File: config.mk
export PLATFORM = sky130hd
export DESIGN_NAME = dom_sqscmul_gf2_sched_flat
export DESIGN_NICKNAME = d
export VERILOG_FILES = /design/src/rtl/dom_sqscmul_gf2_sched_pkg.sv /design/src/rtl/dom_sqscmul_gf2_sched_if.sv /design/src/rtl/dom_sqscmul_gf2_sched_rr_arbiter.sv /design/src/rtl/dom_sqscmul_gf2_sched.sv /design/src/flat_wrapper.sv
export SDC_FILE = /design/constraint.sdc
export NUM_CORES = 1
export LEC_CHECK = 0
export ABC_AREA = 1
export BUFFER_PORTS_ARGS = -buffer_cell sky130_fd_sc_hd__buf_2
export CELL_PAD_IN_SITES_DETAIL_PLACEMENT = 0
export CELL_PAD_IN_SITES_GLOBAL_PLACEMENT = 1
export CORE_MARGIN = 2
export CORE_UTILIZATION = 22
export CTS_CLUSTER_DIAMETER = 200
export CTS_CLUSTER_SIZE = 12
export DETAILED_ROUTE_END_ITERATION = 8
export PLACE_DENSITY = 0.84
export SLEW_MARGIN = 40
export SYNTH_ARGS = -nofsm -noshare
export SYNTH_HDL_FRONTEND = slang
export SYNTH_SLANG_ARGS = --single-unit
File: constraint.sdc
create_clock -name i_clk -period 2.75 [get_ports i_clk]
set_clock_uncertainty 0.1 [all_clocks]
set_input_delay 0.55 -clock i_clk [delete_from_list [all_inputs] [get_ports i_clk]]
set_output_delay 0.55 -clock i_clk [all_outputs]
set_load 0.01 [all_outputs]
File: src/rtl/dom_sqscmul_gf2_sched_pkg.sv
// Shared width helpers for the masked GF(2^2) square-scale-multiply scheduler.
package dom_sqscmul_gf2_sched_pkg;

  localparam int unsigned MaxNreq = 8;

  function automatic int unsigned ctrl_clog2(input int unsigned n);
    int unsigned w;
    w = 0;
    for (int unsigned i = 0; i < 32; i++) begin
      if ((32'd1 << i) < n) w = i + 1;
    end
    return w;
  endfunction

  // A single requester still needs a 1-bit id field.
  function automatic int unsigned id_width(input int unsigned nreq);
    return (nreq > 1) ? ctrl_clog2(nreq) : 1;
  endfunction

  function automatic int unsigned z_width(input int unsigned shares);
    return shares * (shares - 1);
  endfunction

  function automatic int unsigned blind_nrnd(input int unsigned shares);
    return (shares * (shares - 1)) / 2;
  endfunction

endpackage

File: src/rtl/dom_sqscmul_gf2_sched_if.sv
// Requester, randomness and multiplier-side signals of the scheduler.
interface dom_sqscmul_gf2_sched_if #(
  parameter int unsigned SHARES = 2,
  parameter int unsigned NREQ   = 4
);
  import dom_sqscmul_gf2_sched_pkg::*;

  localparam int unsigned IDW  = id_width(NREQ);
  localparam int unsigned ZW   = z_width(SHARES);
  localparam int unsigned BRND = blind_nrnd(SHARES);

  logic [NREQ-1:0]          req;
  logic [NREQ*4*SHARES-1:0] x;
  logic [NREQ-1:0]          gnt;
  logic                     rnd_valid;
  logic [ZW+2*BRND-1:0]     rnd;
  logic                     rnd_take;
  logic [4*SHARES-1:0]      mul_x;
  logic [ZW-1:0]            mul_z;
  logic [2*BRND-1:0]        mul_b;
  logic [2*SHARES-1:0]      mul_q;
  logic [NREQ-1:0]          rsp_valid;
  logic [IDW-1:0]           rsp_id;
  logic [2*SHARES-1:0]      q;

  modport slave (
    input  req, x, rnd_valid, rnd, mul_q,
    output gnt, rnd_take, mul_x, mul_z, mul_b, rsp_valid, rsp_id, q
  );

  modport master (
    output req, x, rnd_valid, rnd, mul_q,
    input  gnt, rnd_take, mul_x, mul_z, mul_b, rsp_valid, rsp_id, q
  );

endinterface

File: src/rtl/dom_sqscmul_gf2_sched_rr_arbiter.sv
// Round-robin arbiter: combinational one-hot grant, pointer advances past each winner.
module dom_sqscmul_gf2_sched_rr_arbiter
  import dom_sqscmul_gf2_sched_pkg::*;
#(
  parameter  int unsigned NREQ = 4,
  localparam int unsigned IDW  = id_width(NREQ)
) (
  input  logic            i_clk,
  input  logic            i_rst_n,
  input  logic [NREQ-1:0] i_req,
  input  logic            i_en,
  output logic [NREQ-1:0] o_gnt,
  output logic [IDW-1:0]  o_id
);

  logic [IDW-1:0] r_ptr;
  logic [IDW-1:0] w_ptr_nxt;
  logic [IDW-1:0] w_idx;
  logic [IDW-1:0] w_cand;
  logic           w_found;
  logic           w_fire;

  // Scan from the pointer upward with wrap; first requester found wins.
  always_comb begin
    w_found = 1'b0;
    w_idx   = '0;
    w_cand  = '0;
    for (int unsigned k = 0; k < NREQ; k++) begin
      w_cand = IDW'((32'(r_ptr) + k) % NREQ);
      if (!w_found && i_req[w_cand]) begin
        w_found = 1'b1;
        w_idx   = w_cand;
      end
    end
  end

  assign w_fire    = i_en & w_found;
  assign o_id      = w_idx;
  assign w_ptr_nxt = (w_idx == IDW'(NREQ - 1)) ? '0 : w_idx + 1'b1;

  always_comb begin
    o_gnt = '0;
    if (w_fire) o_gnt[w_idx] = 1'b1;
  end

  always_ff @(posedge i_clk or negedge i_rst_n) begin
    if (!i_rst_n) begin
      r_ptr <= '0;
    end else if (w_fire) begin
      r_ptr <= w_ptr_nxt;
    end
  end

endmodule

File: src/rtl/dom_sqscmul_gf2_sched.sv
// Shares one pipelined masked GF(2^2) sqscmul unit between NREQ requesters; results
// return tagged with the owner id after LATENCY cycles.
module dom_sqscmul_gf2_sched
  import dom_sqscmul_gf2_sched_pkg::*;
#(
  parameter int unsigned SHARES  = 2,
  parameter int unsigned NREQ    = 4,
  parameter int unsigned LATENCY = 1
) (
  input logic                   i_clk,
  input logic                   i_rst_n,
  dom_sqscmul_gf2_sched_if.slave io_bus
);

  localparam int unsigned IDW  = id_width(NREQ);
  localparam int unsigned ZW   = z_width(SHARES);
  localparam int unsigned BRND = blind_nrnd(SHARES);
  localparam int unsigned OPW  = 4 * SHARES;
  localparam int unsigned QW   = 2 * SHARES;

  logic            w_issue;
  logic [NREQ-1:0] w_gnt;
  logic [IDW-1:0]  w_win;
  logic [OPW-1:0]  w_mul_x;
  logic            r_vld [LATENCY];
  logic [IDW-1:0]  r_id  [LATENCY];
  logic            w_last_vld;
  logic [IDW-1:0]  w_last_id;

  assign w_issue = io_bus.rnd_valid & (|io_bus.req);

  dom_sqscmul_gf2_sched_rr_arbiter #(
    .NREQ(NREQ)
  ) u_arb (
    .i_clk  (i_clk),
    .i_rst_n(i_rst_n),
    .i_req  (io_bus.req),
    .i_en   (io_bus.rnd_valid),
    .o_gnt  (w_gnt),
    .o_id   (w_win)
  );

  // AND-OR select keeps every share on its own wires; shares are never combined.
  always_comb begin
    w_mul_x = '0;
    for (int unsigned r = 0; r < NREQ; r++) begin
      w_mul_x = w_mul_x | ({OPW{w_gnt[r]}} & io_bus.x[r*OPW +: OPW]);
    end
  end

  assign io_bus.gnt      = w_gnt;
  assign io_bus.rnd_take = w_issue;
  assign io_bus.mul_x    = w_mul_x;
  assign io_bus.mul_z    = {ZW{w_issue}} & io_bus.rnd[ZW-1:0];
  assign io_bus.mul_b    = {(2*BRND){w_issue}} & io_bus.rnd[ZW +: 2*BRND];

  always_ff @(posedge i_clk or negedge i_rst_n) begin
    if (!i_rst_n) begin
      for (int unsigned i = 0; i < LATENCY; i++) begin
        r_vld[i] <= 1'b0;
        r_id[i]  <= '0;
      end
    end else begin
      r_vld[0] <= w_issue;
      r_id[0]  <= w_win;
      for (int unsigned i = 1; i < LATENCY; i++) begin
        r_vld[i] <= r_vld[i-1];
        r_id[i]  <= r_id[i-1];
      end
    end
  end

  assign w_last_vld = r_vld[LATENCY-1];
  assign w_last_id  = r_id[LATENCY-1];

  always_comb begin
    io_bus.rsp_valid = '0;
    if (w_last_vld) io_bus.rsp_valid[w_last_id] = 1'b1;
  end

  assign io_bus.rsp_id = w_last_id;
  assign io_bus.q      = {QW{w_last_vld}} & io_bus.mul_q;

endmodule
File: src/flat_wrapper.sv
// flat-port wrapper written by rule: the top's interface ports become plain ports
module dom_sqscmul_gf2_sched_flat import dom_sqscmul_gf2_sched_pkg::*;
#(
  parameter int unsigned SHARES  = 2,
  parameter int unsigned NREQ    = 4,
  parameter int unsigned LATENCY = 1
)
  (i_clk, i_rst_n, io_bus_req, io_bus_x, io_bus_rnd_valid, io_bus_rnd, io_bus_mul_q, io_bus_gnt, io_bus_rnd_take, io_bus_mul_x, io_bus_mul_z, io_bus_mul_b, io_bus_rsp_valid, io_bus_rsp_id, io_bus_q);
  dom_sqscmul_gf2_sched_if #(.SHARES(SHARES), .NREQ(NREQ)) io_bus_i ();
  input logic i_clk;
  input logic i_rst_n;
  input wire logic [$bits(io_bus_i.req)-1:0] io_bus_req;
  input wire logic [$bits(io_bus_i.x)-1:0] io_bus_x;
  input wire logic [$bits(io_bus_i.rnd_valid)-1:0] io_bus_rnd_valid;
  input wire logic [$bits(io_bus_i.rnd)-1:0] io_bus_rnd;
  input wire logic [$bits(io_bus_i.mul_q)-1:0] io_bus_mul_q;
  output wire logic [$bits(io_bus_i.gnt)-1:0] io_bus_gnt;
  output wire logic [$bits(io_bus_i.rnd_take)-1:0] io_bus_rnd_take;
  output wire logic [$bits(io_bus_i.mul_x)-1:0] io_bus_mul_x;
  output wire logic [$bits(io_bus_i.mul_z)-1:0] io_bus_mul_z;
  output wire logic [$bits(io_bus_i.mul_b)-1:0] io_bus_mul_b;
  output wire logic [$bits(io_bus_i.rsp_valid)-1:0] io_bus_rsp_valid;
  output wire logic [$bits(io_bus_i.rsp_id)-1:0] io_bus_rsp_id;
  output wire logic [$bits(io_bus_i.q)-1:0] io_bus_q;
  assign io_bus_i.req = io_bus_req;
  assign io_bus_i.x = io_bus_x;
  assign io_bus_i.rnd_valid = io_bus_rnd_valid;
  assign io_bus_i.rnd = io_bus_rnd;
  assign io_bus_i.mul_q = io_bus_mul_q;
  assign io_bus_gnt = io_bus_i.gnt;
  assign io_bus_rnd_take = io_bus_i.rnd_take;
  assign io_bus_mul_x = io_bus_i.mul_x;
  assign io_bus_mul_z = io_bus_i.mul_z;
  assign io_bus_mul_b = io_bus_i.mul_b;
  assign io_bus_rsp_valid = io_bus_i.rsp_valid;
  assign io_bus_rsp_id = io_bus_i.rsp_id;
  assign io_bus_q = io_bus_i.q;
  dom_sqscmul_gf2_sched #(.SHARES(SHARES), .NREQ(NREQ), .LATENCY(LATENCY)) u_core (.i_clk(i_clk), .i_rst_n(i_rst_n), .io_bus(io_bus_i));
endmodule
### Yosys cells after proc, flatten, opt, wreduce, memory -nomap -nowiden

Cells that the tools add are included.

* order comparisons: 8
* eq/ne operators: 1
* bitwise operators: 12
* muxes and demuxes: 23
* add/sub/neg operators: 4
* reduce and logical (&&, ||, !) cells: 9

Operators by type and width (count)
* AND 8 bit: 4
* bitwise OR 8 bit: 3
* < comparator 2 x 3 -> 1 bit (second input constant): 6
* two-way mux 1 bit: 10
* two-way mux 2 bit: 5
* binary-select mux 1 bit (select 2 bit): 4
* two-way mux 4 bit: 2
* logical AND 1 bit: 5
* adder 2 x 1 -> 2 bit (second input constant): 2
* adder 2 bit (second input constant): 2
* AND 2 bit: 2
* AND 4 bit: 1
* demux 1 bit (select 2 bit): 2
* greater-or-equal comparator 2 x 1 -> 1 bit (second input constant): 2
* OR reduction 4 bit: 1
* logical NOT 1 bit: 3
* AND 1 bit: 2
* equality test 2 bit (second input constant): 1

* word-level logic and storage cells: 60
* bits in registers: 5
* output and inout port bits: 27
* input bits: 47

### Longest topological paths before layout

* depth in word-level cells: 21
* mapped depth: 16
* depth with buffers taken out: 15

### Modules after synthesis

A second synthesis with hierarchy kept.

* cell total of the unflattened synthesis: 160
* area total of the unflattened synthesis: 848.3 um^2

By module, submodules not included
* dom_sqscmul_gf2_sched_rr_arbiter: area each 473.0 um^2, cells an instance 85, seq. area each 50.0 um^2, times used 1
* dom_sqscmul_gf2_sched: area each 375.4 um^2, cells an instance 75, seq. area each 75.1 um^2, times used 1

### Least setup slack after synthesis

OpenSTA, ideal clock, no wires.

* path type: input-to-output
* from: input io_bus_req[3]
* to: output io_bus_mul_x[0]
* stages: 14
* slack: 0.183 ns
* required time: 2.100 ns
* arrival time: 1.917 ns
* buffers on the path: 0
* cells stage by stage: inv_1 -> nand2_1 -> nand3_1 -> nand2_2 -> nor2_4 -> nand2_1 -> nand3_2 -> nand2_2 -> inv_2 -> ha_1 -> inv_1 -> nor2_2 -> nand2_1 -> nand4_1

* elaborated cells on any way between the ends: 36
* those cells by class: 2 x order compare; 19 x mux; 8 x bitwise; 7 x reduce/logical

RTL lines
* start: declaration: RTL line flat_wrapper.sv:12 `input wire logic [$bits(io_bus_i.req)-1:0] io_bus_req;`
* binary-select mux 1 bit (select 2 bit): RTL line dom_sqscmul_gf2_sched_rr_arbiter.sv:30 `if (!w_found && i_req[w_cand]) begin`
* two-way mux 1 bit (not written as such): RTL line dom_sqscmul_gf2_sched_rr_arbiter.sv:30
* two-way mux 1 bit: RTL line dom_sqscmul_gf2_sched_rr_arbiter.sv:30
* logical NOT 1 bit: RTL line dom_sqscmul_gf2_sched_rr_arbiter.sv:30
* logical AND 1 bit: RTL line dom_sqscmul_gf2_sched_rr_arbiter.sv:30
* two-way mux 1 bit: RTL line dom_sqscmul_gf2_sched_rr_arbiter.sv:30
* logical NOT 1 bit: RTL line dom_sqscmul_gf2_sched_rr_arbiter.sv:30
* logical AND 1 bit: RTL line dom_sqscmul_gf2_sched_rr_arbiter.sv:30
* (+4 left out)
* via u_core.u_arb.o_id[1]: RTL line dom_sqscmul_gf2_sched_rr_arbiter.sv:13 `output logic [IDW-1:0] o_id`
* < comparator 2 x 3 -> 1 bit (not written as such) / greater-or-equal comparator 2 x 1 -> 1 bit (equally long branches): RTL line dom_sqscmul_gf2_sched_rr_arbiter.sv:43 `if (w_fire) o_gnt[w_idx] = 1'b1;`
* logical AND 1 bit (not written as such): RTL line dom_sqscmul_gf2_sched_rr_arbiter.sv:43
* two-way mux 1 bit (not written as such): RTL line dom_sqscmul_gf2_sched_rr_arbiter.sv:43
* demux 1 bit (select 2 bit) *: RTL line dom_sqscmul_gf2_sched_rr_arbiter.sv:43
* two-way mux 4 bit *: RTL line dom_sqscmul_gf2_sched_rr_arbiter.sv:43
* via io_bus_gnt[2]: RTL line flat_wrapper.sv:17 `output wire logic [$bits(io_bus_i.gnt)-1:0] io_bus_gnt;`
* AND 8 bit *: RTL line dom_sqscmul_gf2_sched.sv:47 `w_mul_x = w_mul_x | ({OPW{w_gnt[r]}} & io_bus.x[r*OPW +: OPW]);`
* bitwise OR 8 bit * (2 in series): RTL line dom_sqscmul_gf2_sched.sv:47
* end: declaration: RTL line flat_wrapper.sv:19 `output wire logic [$bits(io_bus_i.mul_x)-1:0] io_bus_mul_x;`

The timed path passes the listed nets; every way through them passes the cells marked *. The select of a mux whose other input is x is not followed.

### Worst setup path after layout

* from: register u_core.u_arb.r_ptr[0]
* to: output io_bus_mul_x[4]

* longest elaborated chain between the ends: 21
* elaborated cells on any way between the ends: 39
* those cells by class: 3 x add/sub; 2 x order compare; 19 x mux; 8 x bitwise; 7 x reduce/logical

Ends and longest elaborated chain
* start: declaration: RTL line dom_sqscmul_gf2_sched_rr_arbiter.sv:16 `logic [IDW-1:0] r_ptr;`
* start signal: assignment: RTL line dom_sqscmul_gf2_sched_rr_arbiter.sv:50 `r_ptr <= w_ptr_nxt;`
* branches (longest 16 deep; another with < comparator 2 x 3 -> 1 bit)
* two-way mux 4 bit *: RTL line dom_sqscmul_gf2_sched_rr_arbiter.sv:43
* AND 8 bit: RTL line dom_sqscmul_gf2_sched.sv:47
* bitwise OR 8 bit (2 in series): RTL line dom_sqscmul_gf2_sched.sv:47
* bitwise OR 8 bit *: RTL line dom_sqscmul_gf2_sched.sv:47

Every way passes the cells marked *. The select of a mux whose other input is x is not followed.

==> results.json <==
{
  "status": "finished with violations",
  "failed_checks": "negative setup slack",
  "io_buffers": 73,
  "maxSlewViolCount": 0,
  "rsz0062_at_grt": "yes",
  "grt_pass1_wl_um": 4730,
  "period_minus_slack_ps": 2870,
  "synth.area.mux_share_pct": 0,
  "synthXorXnorAreaFrac_pct": 0,
  "gp_congestion": 0.869,
  "final_common_cell": "buf_2",
  "clk_pin_slew_ps": 30,
  "crit_fanout": 5,
  "synth_top_family_by_area": "simple AND/OR/NAND/NOR gates",
  "synth-seq-cells": 5,
  "wl_um": 3200,
  "ios": 74,
  "worst_pin_slew_ps": 208,
  "start_util_pct": 23.0,
  "utilization_pct": 46.3,
  "p_per_area_mw_per_mm2": 1300,
  "die_h_um": 65.9,
  "antennaDiodeCount": 0,
  "end_kind": "primary output",
  "hold_viol_final": 0,
  "grt_pass1_vias": 1082,
  "yosys.area.top_type": "nand2_1",
  "clock_latency_ps": 220,
  "p_switching_w": 0.00114,
  "syn_nets": 201,
  "globalRoute.totalOverflow": 0,
  "drc": 0,
  "setup_tns_ps": -861,
  "seqPwrFrac_pct": 7.2,
  "dp_hpwl_um": 2190,
  "cts_num_sinks": 5,
  "synth_fa_ha_area_share_pct": 5.94,
  "peakVddDrop_uv": 494,
  "cts_tree": "yes",
  "num-fill-cells": 361,
  "internal_power_w": 0.00107,
  "drive_gt1_share_pct": 64.1,
  "finalPower_w": 0.00220,
  "wl_per_cell_um": 10.7,
  "synth_cell_types": 18,
  "rows": 22,
  "leakagePower_nw": 0.979,
  "syn_avg_cell_area_sq_um": 5.61,
  "min_period_over_period_pct": 104,
  "sw_frac_of_total_pct": 51.6,
  "synth_area_leaders": "nand2_1, dfrtp_1, inv_1",
  "seq_area_frac_synth_pct": 14.9,
  "drtAntennaViolNets": 0,
  "drt-initial-drc-count": 36,
  "layout_common_cells": "buf_2, nand2_1, nand2_2",
  "netlist.area_leader.share_pct": 29.9,
  "crit_arrival_ps": 2220,
  "combinationalPowerShare_pct": 86.6,
  "ys_warn_count": 0,
  "drt_pass1_iterations": 4,
  "yosys.area_share.simple_pct": 63.6,
  "worstSetupPathType": "flop to primary output",
  "fmax_mhz": 349,
  "final-setup-viol-count": 8,
  "clockPowerShare_pct": 6.2,
  "fin_nets": 303,
  "relSlewSlack_pct": 86.1,
  "ctsRootBufferMaster": "clkbuf_8",
  "crit_path_start_kind": "flop",
  "grt_max_degree": 12,
  "required_ps": 2100,
  "dieArea_sq_mm": 0.00434,
  "routed-via-count": 1287,
  "syn_inst": 150,
  "coreArea_sq_mm": 0.00366,
  "area_growth_pct": 101,
  "clock_path_buffers": 2,
  "multiInputGateArea_sq_um": 767,
  "numCtsBuffers": 3,
  "cts_htree_levels": 1,
  "seq_area_sq_um": 128,
  "syn_area_sq_um": 842,
  "cap_violations": 0,
  "min_path_type": "input port to asynchronous set/reset pin",
  "setup_slack_ps": -118,
  "via_per_inst": 4.30,
  "synth-compound-area-share_pct": 1.19,
  "die_w_um": 65.9,
  "antenna_found_initial": 0,
  "grt_use_total_pct": 13.9
}
## final cells by class
type	instances	area share, %
clock buffer	4	2.66
timing repair buffer	97	33.8
multi-input combinational	117	45.3
tap	48	3.55
inverter	28	7.24
sequential	5	7.53
## logic make-up (layout without fill, tap and decap cells)
group / count (synthesis) / in the layout
and+or+nand+nor: 110 / 111
buffers and inverters: 29 / 129
DFF: 5 / 5
AOI/OAI and AO/OA: 2 / 2
adders and majority gates: 4 / 4
## synthesized netlist by cell type (all sizes together)
| master | n |
|---|---|
| dfrtp | 5 |
| nand2 | 78 |
| nor3 | 4 |
| o21ai | 2 |
| nand3 | 9 |
| inv | 28 |
| buf | 1 |
| nor2 | 9 |
| nand4 | 10 |
| ha | 4 |
## power by group through the flow
stage | Clock (W) | Combinational, W | Sequential [W]
after floorplan | 0 | 0.000814 | 0.000142
after CTS | 0.000137 | 0.00157 | 0.000164
after global routing | 0.000148 | 0.00208 | 0.000165
after detailed placement | 0 | 0.00128 | 0.000169
after global placement | 0 | 0.00129 | 0.000167
final | 0.000136 | 0.00191 | 0.000160
## sequential cells by signal, indices dropped and copies added, names as in the netlist
signal and cells:
u_core.u_arb.r_ptr 2, u_core.r_vld 1, u_core.io_bus.rsp_id 2
## worst paths after layout
kind,slack [ps],depth (start not counted),endpoint,start
min,30,1,u_core.r_vld,i_rst_n
min reg2reg,570,2,u_core.u_arb.r_ptr[1],u_core.u_arb.r_ptr[1]
max reg2reg,900,11,u_core.u_arb.r_ptr[1],u_core.u_arb.r_ptr[0]
max in group asynchronous,2380,1,u_core.u_arb.r_ptr[0],i_rst_n
min in group i_clk,570,2,u_core.u_arb.r_ptr[1],u_core.u_arb.r_ptr[1]
max,-120,17,io_bus_mul_x[4],u_core.u_arb.r_ptr[0]
## routing by layer
layer	GRT usage [%]	wire length, um
met1	16.8	1320
met2	25.1	1640
met3	1.02	156
met4	5.47	89
met5	0	0
## timing repair
action,4_1_cts,5_1_grt
setup buffers,5,2
setup endpoints to repair,12,12
endpoints found under the hold margin,0,0
cloned,3,1
gates resized for setup,26,38
hold buffers,0,0
pin swaps,25,21
## critical path: stages (launching register included)
cell     delay (ps)
dfrtp_2         460
buf_6           160
nand2_4          60
nand2_4          50
nand2_2          70
nand2_2          50
nand2_2          70
nand2_1          60
nand2_2          90
nand3_4         110
buf_6           140
ha_4            150
inv_4            50
nor2_4           30
buf_4           150
nand2_1          60
nand4_1          70
buf_2           150
## per-stage QoR
| step | hold slack [ps] | instances | worst slack, ps | area (sq um) |
|---|---|---|---|---|
| 3_3_place_gp | 265 | 284 | -78.7 | 1360 |
| 6_report | 27.5 | 299 | -118 | 1690 |
| 2_1_floorplan | 154 | 150 | 183 | 842 |
| 5_1_grt | 27.3 | 299 | -264 | 1690 |
| 4_1_cts | 30.3 | 296 | -104 | 1540 |
| 3_5_place_dp | 264 | 284 | -95.7 | 1360 |
No activity file was read; power rests on OpenSTA's default activity.
